File: config.mk
export PLATFORM = sky130hd
export DESIGN_NAME = seq_match_fsm
export DESIGN_NICKNAME = d
export VERILOG_FILES = /design/src/rtl/seq_match_fsm.sv
export SDC_FILE = /design/constraint.sdc
export NUM_CORES = 1
export LEC_CHECK = 0
export CAP_MARGIN = 10
export CORE_ASPECT_RATIO = 1.1
export CORE_MARGIN = 2
export CORE_UTILIZATION = 50
export DETAILED_ROUTE_END_ITERATION = 8
export PLACE_DENSITY = 0.84
export SETUP_SLACK_MARGIN = 0.02
export SLEW_MARGIN = 40
export SYNTH_ARGS = -nofsm -noshare
export SYNTH_HDL_FRONTEND = slang
export SYNTH_SLANG_ARGS = --single-unit
File: constraint.sdc
create_clock -name clk -period 3.93 [get_ports clk]
set_input_delay 0.786 -clock clk [delete_from_list [all_inputs] [get_ports clk]]
set_output_delay 0.786 -clock clk [all_outputs]
set_load 0.01 [all_outputs]
File: src/rtl/seq_match_fsm.sv
// seq_match_fsm: streaming detector asserting a combinational match when the last
//    LEN accepted W-bit symbols equal a programmable, bit-maskable pattern.
// Ports: clk/rstn (async active-low); in_valid/in_sym symbol stream; overlap mode;
//    pat_load/pat_data/pat_mask pattern strobe; cnt_clr; match, match_cnt, armed.
module seq_match_fsm #(
   parameter int W     = 2,
   parameter int LEN   = 3,
   parameter int CNT_W = 8,
   parameter logic [LEN*W-1:0] PAT_RST  = '0,
   parameter logic [LEN*W-1:0] MASK_RST = '1
) (
   input  logic               clk,
   input  logic               rstn,
   input  logic               in_valid,
   input  logic [W-1:0]       in_sym,
   input  logic               overlap,
   input  logic               pat_load,
   input  logic [LEN*W-1:0]   pat_data,
   input  logic [LEN*W-1:0]   pat_mask,
   input  logic               cnt_clr,
   output logic               match,
   output logic [CNT_W-1:0]   match_cnt,
   output logic               armed
);

   localparam int HW = (LEN-1)*W;
   localparam int FW = $clog2(LEN);
   localparam logic [FW-1:0] FILL_MAX = FW'(LEN-1);

   typedef enum logic [1:0] {
      EMPTY,
      FILLING,
      ARMED
   } state_t;

   logic [HW-1:0]      hist_q, hist_n;
   logic [FW-1:0]      fill_q, fill_n;
   logic [LEN*W-1:0]   pat_q, pat_n;
   logic [LEN*W-1:0]   mask_q, mask_n;
   logic [CNT_W-1:0]   cnt_q, cnt_n;
   logic [LEN*W-1:0]   window;
   logic               hit;
   state_t             state;

   // State register: the fill level is the state; hist/pattern/counter ride along.
   always_ff @(posedge clk or negedge rstn) begin
      if (!rstn) begin
         hist_q <= '0;
         fill_q <= '0;
         pat_q  <= PAT_RST;
         mask_q <= MASK_RST;
         cnt_q  <= '0;
      end else begin
         hist_q <= hist_n;
         fill_q <= fill_n;
         pat_q  <= pat_n;
         mask_q <= mask_n;
         cnt_q  <= cnt_n;
      end
   end

   // Next-state and Mealy output logic.
   always_comb begin
      hist_n = hist_q;
      fill_n = fill_q;
      pat_n  = pat_q;
      mask_n = mask_q;
      cnt_n  = cnt_q;

      if (fill_q == '0)
         state = EMPTY;
      else if (fill_q == FILL_MAX)
         state = ARMED;
      else
         state = FILLING;

      armed  = (state == ARMED);
      window = {hist_q, in_sym};
      hit    = ((window ^ pat_q) & mask_q) == '0;
      // A load cycle discards the presented symbol, so it can never complete a match.
      match  = in_valid & armed & ~pat_load & hit;

      if (pat_load) begin
         pat_n  = pat_data;
         mask_n = pat_mask;
         hist_n = '0;
         fill_n = '0;
      end else if (in_valid) begin
         if (match && !overlap) begin
            // Non-overlapping: the matched symbols are consumed entirely.
            hist_n = '0;
            fill_n = '0;
         end else begin
            hist_n = window[HW-1:0];
            case (state)
               ARMED:   fill_n = fill_q;
               default: fill_n = fill_q + 1'b1;
            endcase
         end
      end

      if (cnt_clr)
         cnt_n = '0;
      else if (match && (cnt_q != {CNT_W{1'b1}}))
         cnt_n = cnt_q + 1'b1;
   end

   assign match_cnt = cnt_q;

endmodule
==> results.txt <==
----------------------------------------------------
[Clock tree]
  Number of buffers inserted by hold repair at cts ... 0
  Maximum level of the CTS H-tree ... 1
  Clk_lat worst skew ... 0.32 ns
  CTS tree ... built
  Clk sinks ... 26
  # resized after CTS ... 0
  Clock Pin Slew Worst Setup and Hold Paths ... 0.13 ns
  Number of buffers created by CTS ... 3
  Maximum clock path buffer count ... 2
  Setup Buffers After CTS ... 0
  Root Buffer ... clkbuf_4

[Placed design]
  Placed cell areas ... 1574 um2
  GPL Wtd Cong ... 0.7411
  Port bufs ... 29
  Worst slack, placed ... 0.5545 ns
  DP HPWL ... 1927 um

[Power and ir drop]
  Combinational share of power ... 0.145
  VDD IR max ... 259.8 uV
  Clock network fraction of total power ... 0.240
  Power consumption ... 486.7 uW
  Total power per unit cell area ... 304.1 nW/um2
  Share of power burned in registers ... 0.615
  Cell leakage power ... 0.6631 nW
  Power dissipated by switching net loads ... 117.0 uW
  Switching power as a share of total power ... 0.2404
  Cell-internal power ... 369.7 uW

[Layout]
  Number of nets in the layout ... 164
  Share of final-layout standard cells stronger than drive strength 1 ... 0.1844
  Commonest cells after routing, fill and taps aside ... clkdlybuf4s50_1, dfrtp_1, mux2_2, a21oi_1
  Final cell area excluding filler cells ... 1600 um2
  Synthesis-to-layout area growth ... 27.26%
  Footprint of the multi-input gates ... 561.8 um2
  Fill cell count ... 204
  Area of all sequential standard cells ... 658.1 um2
  Most common library cell in the layout ignoring fill and taps ... clkdlybuf4s50_1
  Layout Utilization ... 0.6536
  Number of diodes ... 0

[Synth]
  Count of mapped cells out of synthesis ... 110
  Number of synthesized register bits ... 26
  Post-synth ARST share ... 1.000
  Number of enable-type register cells in the synthesized netlist ... 0
  Top-area cell type share of the netlist area ... 0.3980
  Number of synthesis warnings ... 0
  Fraction of the yosys area taken by sequential cells ... 0.5234
  Ys flop type ... dfrtp_1
  Net count of the mapped netlist ... 132
  Cell accounting for the most synthesized area ... dfrtp_1
  Average instance area after synthesis ... 11.43 um2
  Top cells by area, synth ... dfrtp_1, dfstp_2, mux2_2
  Synthesized area ... 1257 um2
  Number of distinct standard cells referenced by the synthesized netlist ... 29

[Timing]
  Final setup violation count ... 0
  Sum of negative setup slack ... 0 ns
  Post-Route Skew ... 0.005370 ns
  Timing-limited maximum frequency ... 0.2963 GHz
  Max_slew headroom ... 0.6140
  Unrepaired setup endpoints after global routing ... no
  Final worst setup slack ... 0.5549 ns
  Max-slew violations ... 0
  Hold violation total from the final report ... 0
  Slew at the pin closest to its max-slew limit ... 0.5791 ns
  Post-layout min period ... 3.375 ns
  Final period utilization ... 0.8588

[Floorplan]
  Die Footprint ... 2932 um2
  Starting Density ... 0.5135
  Die outline width ... 51.82 um
  Die Ht ... 56.60 um
  FP Rows ... 19
  Core region area ... 2449 um2
  Number of top-level design ports ... 30

[Route]
  Post-detailed-route DRC marker count ... 0
  Post-detailed-route via-to-cell ratio ... 5.692
  Vias ... 979
  Drt first pass iters ... 4
  WL per Instance ... 14.58 um
  Total Wirelength ... 2508 um
  Number of routed nets with antenna violations ... 0
  Detailed router's first-iteration violation count ... 12

[Setup path]
  Data required time of the critical path ... 3.14 ns
  Flop2flop setup slack ... 1.86 ns
  Critical Path Source Type ... input pin
  R2r startpoint ... pat_q[1]
  Number of cells on the worst reg-to-reg path ... 6
  Highest fanout seen on the critical path ... 2
  Data arrival time at the worst-slack endpoint ... 2.59 ns
  Kind of capture point of the worst setup path ... primary output
  Capture instance of the worst register-to-register path ... match_cnt[0]
  Kind of critical path ... in2out

[Worst hold path]
  Hold WC Path Type ... in2async

[GRT]
  Total routing resource utilization after global routing ... 0.2011
  Wire length of the first global-routing pass ... 4374 um
  Number of global-route vias before repair ... 988
  Initial antenna violation count ... 0
  Maximum number of pins on one net before global-route repair ... 27
  Leftover overflow at the end of global routing ... 0

[Run status]
  Run status ... finished clean

[Job]
  Maximum capacitance violations ... 0

----------------------------------------------------
## worst max-delay path by stage
stage,from,end,slack (ns),cells after the start
6_report,in_sym[1],match,0.55,6
5_1_grt,in_sym[1],match,0.45,6
4_1_cts,in_sym[1],match,0.55,6
3_5_place_dp,in_sym[1],match,0.55,6
3_3_place_gp,in_sym[1],match,0.59,6
2_1_floorplan,in_sym[1],match,1.42,5
## kinds of logic after synthesis
kind of cell,Yosys count,share of synthesized area
AND/OR/NAND/NOR,31,0.1413
flip-flops,26,0.5234
AO/OA/AOI/OAI,22,0.1104
multiplexers,15,0.1333
buffers and inverters,8,0.02985
XOR/XNOR,6,0.04179
adder cells (fa/ha/maj),2,0.01990
## per-stage QoR
stage | hold WS (ns) | std cells
finish | 0.4399 | 172
global route | 0.4647 | 172
CTS | 0.4485 | 172
detailed placement | 0.5161 | 168
global placement | 0.5126 | 168
floorplan | 0.4904 | 110
## power by group through the flow
| stage | logic, mW | registers, mW | clock network [mW] |
|---|---|---|---|
| finish | 0.0704 | 0.299 | 0.117 |
| global route | 0.0787 | 0.302 | 0.132 |
| CTS | 0.0719 | 0.300 | 0.123 |
| detailed placement | 0.0716 | 0.305 | 0 |
| global placement | 0.0686 | 0.304 | 0 |
| floorplan | 0.0386 | 0.301 | 0 |
## metal layers
metal,track usage,share of wire,vias up
met5,0,0,-
met4,0.1053,0.028,0
met3,0.02660,0.035,7
met2,0.3370,0.54,28
met1,0.2482,0.40,481
li1,-,-,463
## synthesized netlist by cell type (3+ instances only)
cell type  count
a21oi_1        7
a22o_1         4
clkbuf_1       3
dfrtp_1       20
dfstp_2        6
inv_1          4
mux2_2        14
nand2b_1       4
nand4_1        5
nor2_1         6
o21ai_0        6
or3_1          4
xor2_1         6
## layout make-up
class / count / share of cell area
clock buffer: 4 / 0.01642
multi-input combinational: 76 / 0.3511
sequential: 26 / 0.4113
inverter: 4 / 0.009382
tap: 31 / 0.02424
timing repair buffer: 31 / 0.1876
## flip-flops by register name, indices dropped and copies added (netlist names)
register   cells
fill_q         2
pat_q          6
match_cnt      8
mask_q         6
hist_q         4
## critical path, cell delays in order
cell and delay [ns]:
clkdlybuf4s50_1 0.44, xor2_1 0.16, a222oi_1 0.43, nand3_1 0.17, inv_1 0.09, clkdlybuf4s50_1 0.53
No activity file was read; power rests on OpenSTA's default activity.
